## src/rtl/mult_div_unit.sv

```systemverilog
// Iterative multiply/divide unit owning the HI/LO registers.
// Shift-add multiply and restoring divide, one result bit per clock.
module mult_div_unit #(
    parameter int DATA_WIDTH = 32,
    parameter int CNT_WIDTH  = 6
) (
    input  logic                  clk,
    input  logic                  rst_n,
    input  logic                  start,
    input  logic [2:0]            op,
    input  logic                  flush,
    input  logic [DATA_WIDTH-1:0] rs,
    input  logic [DATA_WIDTH-1:0] rt,
    output logic                  busy,
    output logic                  done,
    output logic [DATA_WIDTH-1:0] hi,
    output logic [DATA_WIDTH-1:0] lo
);

    localparam int W = DATA_WIDTH;
    localparam logic [CNT_WIDTH-1:0] LAST    = CNT_WIDTH'(W - 1);
    localparam logic [CNT_WIDTH-1:0] CNT_ONE = CNT_WIDTH'(1);

    localparam logic [2:0] OP_MULT  = 3'd0;
    localparam logic [2:0] OP_MULTU = 3'd1;
    localparam logic [2:0] OP_DIV   = 3'd2;
    localparam logic [2:0] OP_DIVU  = 3'd3;
    localparam logic [2:0] OP_MTHI  = 3'd4;
    localparam logic [2:0] OP_MTLO  = 3'd5;

    typedef enum logic [1:0] {
        S_IDLE,
        S_CALC,
        S_FINISH
    } state_t;

    state_t                 r_state;
    logic [CNT_WIDTH-1:0]   r_cnt;
    logic [2*W-1:0]         r_acc;
    logic [W-1:0]           r_opb;
    logic                   r_is_div;
    logic                   r_neg_q;
    logic                   r_neg_r;
    logic                   r_busy;
    logic                   r_done;
    logic [W-1:0]           r_hi;
    logic [W-1:0]           r_lo;

    // Request decode and operand magnitudes
    logic                   w_signed;
    logic                   w_div_op;
    logic                   w_rs_neg;
    logic                   w_rt_neg;
    logic                   w_rt_zero;
    logic [W-1:0]           w_rs_mag;
    logic [W-1:0]           w_rt_mag;

    assign w_signed  = (op == OP_MULT) || (op == OP_DIV);
    assign w_div_op  = (op == OP_DIV) || (op == OP_DIVU);
    assign w_rs_neg  = w_signed & rs[W-1];
    assign w_rt_neg  = w_signed & rt[W-1];
    assign w_rt_zero = (rt == '0);
    assign w_rs_mag  = w_rs_neg ? -rs : rs;
    assign w_rt_mag  = w_rt_neg ? -rt : rt;

    // Multiply step: acc = {partial product, remaining multiplier bits}
    logic [W-1:0]           w_mul_add;
    logic [W:0]             w_mul_sum;
    logic [2*W-1:0]         w_mul_next;

    assign w_mul_add  = r_acc[0] ? r_opb : '0;
    assign w_mul_sum  = {1'b0, r_acc[2*W-1:W]} + {1'b0, w_mul_add};
    assign w_mul_next = {w_mul_sum, r_acc[W-1:1]};

    // Divide step: acc = {partial remainder, dividend/quotient bits}
    logic [W:0]             w_div_trial;
    logic [2*W-1:0]         w_div_next;

    assign w_div_trial = r_acc[2*W-1:W-1] - {1'b0, r_opb};
    assign w_div_next  = w_div_trial[W] ? {r_acc[2*W-2:0], 1'b0}
                                        : {w_div_trial[W-1:0], r_acc[W-2:0], 1'b1};

    // Sign fixup applied on the way into HI/LO
    logic [W-1:0]           w_quot;
    logic [W-1:0]           w_rem;
    logic [2*W-1:0]         w_prod_fix;
    logic [W-1:0]           w_quot_fix;
    logic [W-1:0]           w_rem_fix;

    assign w_quot     = r_acc[W-1:0];
    assign w_rem      = r_acc[2*W-1:W];
    assign w_prod_fix = r_neg_q ? -r_acc : r_acc;
    assign w_quot_fix = r_neg_q ? -w_quot : w_quot;
    assign w_rem_fix  = r_neg_r ? -w_rem : w_rem;

    always_ff @(posedge clk or negedge rst_n) begin
        if (!rst_n) begin
            r_state  <= S_IDLE;
            r_cnt    <= '0;
            r_acc    <= '0;
            r_opb    <= '0;
            r_is_div <= 1'b0;
            r_neg_q  <= 1'b0;
            r_neg_r  <= 1'b0;
            r_busy   <= 1'b0;
            r_done   <= 1'b0;
            r_hi     <= '0;
            r_lo     <= '0;
        end else begin
            r_done <= 1'b0;
            unique case (r_state)
                S_IDLE: begin
                    if (start && !flush) begin
                        unique case (op)
                            OP_MULT, OP_MULTU, OP_DIV, OP_DIVU: begin
                                r_state  <= S_CALC;
                                r_busy   <= 1'b1;
                                r_cnt    <= '0;
                                r_is_div <= w_div_op;
                                if (w_div_op) begin
                                    r_acc   <= {{W{1'b0}}, w_rs_mag};
                                    r_opb   <= w_rt_mag;
                                    // Divide by zero keeps the all-ones quotient unnegated
                                    r_neg_q <= (w_rs_neg ^ w_rt_neg) & ~w_rt_zero;
                                    r_neg_r <= w_rs_neg;
                                end else begin
                                    r_acc   <= {{W{1'b0}}, w_rt_mag};
                                    r_opb   <= w_rs_mag;
                                    r_neg_q <= w_rs_neg ^ w_rt_neg;
                                    r_neg_r <= 1'b0;
                                end
                            end
                            OP_MTHI: r_hi <= rs;
                            OP_MTLO: r_lo <= rs;
                            default: ;
                        endcase
                    end
                end
                S_CALC: begin
                    if (flush) begin
                        r_state <= S_IDLE;
                        r_busy  <= 1'b0;
                    end else begin
                        r_acc <= r_is_div ? w_div_next : w_mul_next;
                        r_cnt <= r_cnt + CNT_ONE;
                        if (r_cnt == LAST) r_state <= S_FINISH;
                    end
                end
                S_FINISH: begin
                    r_state <= S_IDLE;
                    r_busy  <= 1'b0;
                    if (!flush) begin
                        r_done <= 1'b1;
                        if (r_is_div) begin
                            r_hi <= w_rem_fix;
                            r_lo <= w_quot_fix;
                        end else begin
                            r_hi <= w_prod_fix[2*W-1:W];
                            r_lo <= w_prod_fix[W-1:0];
                        end
                    end
                end
                default: begin
                    r_state <= S_IDLE;
                    r_busy  <= 1'b0;
                end
            endcase
        end
    end

    assign busy = r_busy;
    assign done = r_done;
    assign hi   = r_hi;
    assign lo   = r_lo;

endmodule

```

## config.mk

```make
export PLATFORM = sky130hd
export DESIGN_NAME = mult_div_unit
export DESIGN_NICKNAME = d
export VERILOG_FILES = /design/src/rtl/mult_div_unit.sv
export SDC_FILE = /design/constraint.sdc
export NUM_CORES = 1
export LEC_CHECK = 0
export CAP_MARGIN = 20
export CORE_UTILIZATION = 35
export CTS_BUF_LIST = sky130_fd_sc_hd__clkbuf_8
export CTS_CLUSTER_DIAMETER = 50
export CTS_CLUSTER_SIZE = 30
export DETAILED_ROUTE_END_ITERATION = 12
export GPL_TIMING_DRIVEN = 0
export SLEW_MARGIN = 40
export SYNTH_ARGS = -nofsm -noshare
export SYNTH_HDL_FRONTEND = slang
export SYNTH_SLANG_ARGS = --single-unit
export TNS_END_PERCENT = 5
```

## constraint.sdc

```tcl
create_clock -name clk -period 3.2 [get_ports clk]
set_clock_uncertainty 0.1 [all_clocks]
set_input_delay 0.32 -clock clk [delete_from_list [all_inputs] [get_ports clk]]
set_output_delay 0.32 -clock clk [all_outputs]
set_load 0.01 [all_outputs]
```

Word level (Yosys, flattened, before mapping)
Cells that the tools add are included.
{"block": "classes", "n_reduce_logical": 16, "addsub": 8, "bitwise": 5, "muxes": 41, "n_eq_ne": 16}
{"operator": "two-way mux 32 bit", "n": 15}
{"operator": "two-way mux 64 bit", "n": 6}
{"operator": "negator 32 bit", "n": 4}
{"operator": "case mux 32 bit (2 select lines)", "n": 2}
{"operator": "case mux 64 bit (2 select lines)", "n": 1}
{"operator": "negator 64 bit", "n": 1}
{"operator": "adder 32 x 32 -> 33 bit", "n": 1}
{"operator": "subtractor 33 x 32 -> 33 bit", "n": 1}
{"operator": "zero test 32 bit", "n": 1}
{"operator": "two-way mux 6 bit", "n": 3}
{"operator": "case mux 6 bit (2 select lines)", "n": 1}
{"operator": "AND reduction 4 bit", "n": 3}
{"operator": "AND reduction 3 bit", "n": 3}
{"operator": "two-way mux 2 bit", "n": 4}
{"operator": "inequality test 2 bit, second input constant", "n": 4}
{"operator": "two-way mux 1 bit", "n": 7}
{"operator": "adder 6 x 1 -> 6 bit, second input constant", "n": 1}
{"operator": "== test 3 x 2 -> 1 bit, second input constant", "n": 2}
{"operator": "== test 3 bit, second input constant", "n": 2}
{"operator": "== test 6 x 5 -> 1 bit, second input constant", "n": 1}
{"operator": "inequality test 2 x 1 -> 1 bit, second input constant", "n": 3}
{"operator": "case mux 2 bit (2 select lines)", "n": 1}
{"operator": "nonzero test 2 bit", "n": 2}
{"operator": "OR reduction 4 bit", "n": 1}
{"operator": "13 further kinds", "n": 16}
{"block": "totals", "register_bits": 173, "wordCells": 97, "input_bits": 71}

Longest topological paths before layout
Gate-level depths: netlist of the first run.
{"block": "logic_depth", "depth_word": 8, "depth_mapped": 15, "ltp_nobuf": 13}

Least setup slack after synthesis of the first run
OpenSTA, ideal clock, no wires.
{"block": "synth_path", "path_kind": "reg-to-reg", "start": "register r_acc[0]", "end": "register r_acc[63]", "t_required_ns": 3.012, "path_stages_with_launch": 15, "path_buffers": 1, "t_arrival_ns": 3.268, "path_slack_ns": -0.257, "period_less_slack_ns": 3.457, "cell_sequence": "dfrtp_1 > clkbuf_1 > and2_1 > ha_1 > inv_1 > fa_1 > nand2b_1 > a211oi_1 > o41ai_1 > o31ai_1 > a21oi_1 > o21ai_0 > nand3_1 > a211o_1 > a41oi_1"}
{"block": "synth_between", "elab_chain_cells": 5}
{"element": "from (decl)", "line_no": "39", "rtl": "logic [2*W-1:0] r_acc;"}
{"element": "from (signal assigned)", "line_no": "121", "rtl": "r_acc <= {{W{1'b0}}, w_rs_mag};"}
{"element": "from (signal assigned)", "line_no": "127", "rtl": "r_acc <= {{W{1'b0}}, w_rt_mag};"}
{"element": "from (signal assigned)", "line_no": "144", "rtl": "r_acc <= r_is_div ? w_div_next : w_mul_next;"}
{"element": "two-way mux 32 bit", "line_no": "71", "rtl": "assign w_mul_add = r_acc[0] ? r_opb : '0;"}
{"element": "adder 32 x 32 -> 33 bit", "line_no": "72", "rtl": "assign w_mul_sum = {1'b0, r_acc[2*W-1:W]} + {1'b0, w_mul_add};"}
{"element": "two-way mux 64 bit", "line_no": "144"}
{"element": "two-way mux 64 bit", "line_no": "140", "rtl": "if (flush) begin"}
{"element": "case mux 64 bit (2 select lines)", "line_no": "111", "rtl": "unique case (r_state)"}
No other way between the ends. The select of a mux whose other input is x is not followed.
A chain may end at the register's enable or synchronous reset.

Worst setup path in the final report of the first run
{"block": "layout_path", "start": "register r_opb[0]", "end": "register r_acc[54]"}
{"block": "layout_between", "elab_chain_cells": 5}
{"element": "from (decl)", "line_no": "40", "rtl": "logic [W-1:0] r_opb;"}
{"element": "from (signal assigned)", "line_no": "122", "rtl": "r_opb <= w_rt_mag;"}
{"element": "from (signal assigned)", "line_no": "128", "rtl": "r_opb <= w_rs_mag;"}
{"element": "subtractor 33 x 32 -> 33 bit / two-way mux 32 bit (equally long branches)", "line_no": "79, 71"}
{"element": "two-way mux 64 bit / adder 32 x 32 -> 33 bit (equally long branches)", "line_no": "80, 72"}
{"element": "two-way mux 64 bit (*)", "line_no": "144"}
{"element": "two-way mux 64 bit (*)", "line_no": "140"}
{"element": "case mux 64 bit (2 select lines) (*)", "line_no": "111"}
Mark *: on every way between the ends. The rest lies on a longest branch, timed or not. The select of a mux whose other input is x is not followed.

==> flow_summary.yaml, run 1 <==
status:
  status: "complete, but fails checks"
  violations: "setup timing"
detailed_routing:
  drc: 0
  vias: 15900
  drt_iter0_drc: 1694
  wl_um: 62900
  ant_nets: 0
  wire_per_inst_um: 23.0
  viasPerCell: 5.82
  dr.pass1.iters: 5
worst_setup_path:
  crit_required_ps: 3500
  reg2reg_from: "r_opb[0]$_DFFE_PN0P_"
  end_kind: "flip-flop"
  worstPathArrival_ps: 3600
  ff2ff_path_depth: 13
  rrSetupSlack_ps: -90
  reg2reg_to: "r_acc[54]$_DFFE_PN0P_"
  critPathKind: "flip-flop to flip-flop"
  cp_max_fo: 10
  cp-start-kind: "flip-flop"
grt:
  grt_usage: 0.282
  antenna_found_initial: 0
  grt_overflow: 0
  grt_max_degree: 67
  grt_pass1_wl_um: 93900
  grt_pass1_vias: 15100
sta:
  maxSlewHeadroom: 0.441
  maxSlewViolCount: 0
  finalCriticalPeriod_ps: 3290
  final-hold-violation-count: 0
  worst_slack_ps: -94.6
  fmax_mhz: 304
  setup_viol: 12
  tightestPinTransition_ps: 838
  rsz0062_at_grt: "yes"
  fin_crit_sh: 1.03
cts:
  clock-sinks: 173
  htreeDepth: 4
  clk_pin_slew_ps: 130
  numCtsBuffers: 17
  cts.root.buffer_cell: "clkbuf_8"
  cts_tree: "built"
  clk_latency_ps: 540
  ctsLongestPathBuffers: 2
power_and_ir_drop:
  power_switching_mw: 6.77
  power.leakage_nw: 7.72
  clkPwrFrac: 0.125
  p_per_area_nw_per_um2: 750
  p_comb_frac: 0.618
  p_sw_frac: 0.483
  p_int_mw: 7.24
  seqPwrFrac: 0.257
  p_total_mw: 14.0
  peakVddDrop_mv: 0.314
min_path:
  hold_class: "input pin to flip-flop"
  min_path_cells: 2
  whs_endpoint: "done$_DFF_PN0_"
  min_from: "flush"
yosys:
  ys.flop_type: "dfrtp_1"
  synthCells: 1966
  synth_async_sr_flop_share: 1.00
  syn_avg_cell_area_sq_um: 7.73
  ys_ff_latch: 173
  synthesis.nets: 2108
  seq_area_frac_synth: 0.285
  ys_types: 80
  syn_area_sq_um: 15200
  synth_edf_count: 0
  synth-warning-count: 0
cells_and_area:
  instances_no_fill: 2738
  fin_nets: 2289
  final_cell_mix: "236 x nor2_1, 207 x nand2_1, 156 x a21oi_1"
  drive_above_1_share: 0.106
  area_growth_pct: 23.0
  final_common_cell: "nor2_1"
  final_area_sq_um: 18700
floorplan:
  die_w_um: 210
  die_h_um: 210
  start_util: 0.358
  ioPinCount: 137
  dieArea_sq_um: 44300
  rows: 75
  core_area_sq_um: 42400
place:
  io_buffers: 135
  post-place-cells: 2681
  detailed_place_hpwl_um: 49800
  gp_congestion: 0.951
  placed_area_sq_um: 17400
  dp_worst_setup_slack_ps: -1020
run:
  max-cap-violations: 0
==> sequential cells by signal, summed over array words and instances (netlist names) <==
signal	cells
r_state	2
hi	32
r_opb	32
r_is_div	1
r_neg_q	1
r_acc	64
lo	32
r_cnt	6
done	1
r_neg_r	1
busy	1
==> layout make-up <==
cell class	count	area, sq um
fill	4302	23700
multi-input combinational	1608	10600
sequential	173	4360
timing repair buffer	178	1740
tap	577	722
buffer	111	614
clock buffer	17	234
inverter	58	224
clock inverter	15	186
antenna	1	2.50
==> per-layer routing <==
metal  up-vias  GRT usage  routed length [um]
met5         -          0                   0
met1      7651      0.391               27600
li1       7400          -                   -
met3       116     0.0501                5460
met4         0      0.113                2480
met2       774      0.430               27400
==> power groups by stage <==
stage / Sequential [mW] / Clock [mW] / Combinational (mW)
detailed placement: 3.58 / 0 / 7.62
global placement: 3.58 / 0 / 7.55
floorplan: 3.33 / 0 / 5.28
global route: 3.67 / 1.84 / 9.37
finish: 3.60 / 1.75 / 8.66
CTS: 3.54 / 1.76 / 8.13
==> metrics by stage <==
step | hold slack, ps | setup TNS, ps | utilization
2_1_floorplan | -75.6 | -119 | -
3_3_place_gp | 364 | -1065620 | 0.407
3_5_place_dp | 152 | -54520 | 0.409
4_1_cts | 117 | -249 | 0.430
5_1_grt | 195 | -3330 | 0.440
6_report | 159 | -607 | 0.441
==> critical path, stage by stage (launching register included) <==
cell and delay (ps):
dfrtp_1 430, buf_6 130, ha_4 160, fa_2 400
nor2b_2 150, o31a_1 200, o2111a_2 320, o21ai_4 90
nand4_1 90, or3b_4 390, buf_12 170, buf_12 160
mux2i_2 200, o221ai_1 140
==> Yosys cell counts, drive strengths merged (16+ instances only) <==
cell / instances / area, sq um
a21o: 34 / 255
a21oi: 159 / 796
a22oi: 21 / 158
a31oi: 36 / 225
and2: 21 / 131
clkbuf: 112 / 480
dfrtp: 173 / 4330
ha: 69 / 863
inv: 58 / 218
mux2i: 73 / 731
nand2: 209 / 785
nand2b: 20 / 125
nand3: 37 / 185
nand4: 17 / 106
nor2: 241 / 905
nor3: 44 / 225
nor4: 16 / 100
o211ai: 21 / 158
o21ai: 180 / 905
o31ai: 48 / 365
or3: 17 / 116
xnor2: 96 / 841
xor2: 81 / 709
==> cells by family after synthesis <==
| kind of cell | after synthesis | share of synthesized area |
|---|---|---|
| compound gates | 593 | 0.241 |
| xor+xnor | 177 | 0.102 |
| fa+ha+maj | 71 | 0.0594 |
| buf+inv | 185 | 0.0510 |
| flops | 173 | 0.285 |
| mux | 80 | 0.0533 |
| simple gates | 687 | 0.208 |
==> worst max path at each step <==
stage | start | endpoint | cells past startpoint
2_1_floorplan | r_acc[0]$_DFFE_PN0P_ | r_acc[56]$_DFFE_PN0P_ | 15
3_5_place_dp | r_acc[32]$_DFFE_PN0P_ | r_acc[32]$_DFFE_PN0P_ | 14
3_3_place_gp | rst_n | r_cnt[5]$_DFFE_PN0P_ | 1
6_report | r_opb[0]$_DFFE_PN0P_ | r_acc[54]$_DFFE_PN0P_ | 13
5_1_grt | r_acc[0]$_DFFE_PN0P_ | r_acc[56]$_DFFE_PN0P_ | 13
4_1_cts | r_acc[40]$_DFFE_PN0P_ | hi[30]$_DFFE_PN0P_ | 9
==> what timing repair did <==
item | in CTS | in global routing
hold endpoints to repair | 75 | 0
gates resized for setup | 94 | 100
setup endpoints to repair | 75 | 83
pin swaps | 15 | 18
hold buffers | 1 | 0
buffers inserted | 18 | 21
No activity file was read; power rests on OpenSTA's default activity.
==> run 2, diff against run 1 <==
- CTS_CLUSTER_SIZE: 30 -> unset
==> results of run 2 <==
No change in the layout: final DEF, timing and power equal those of run 1.
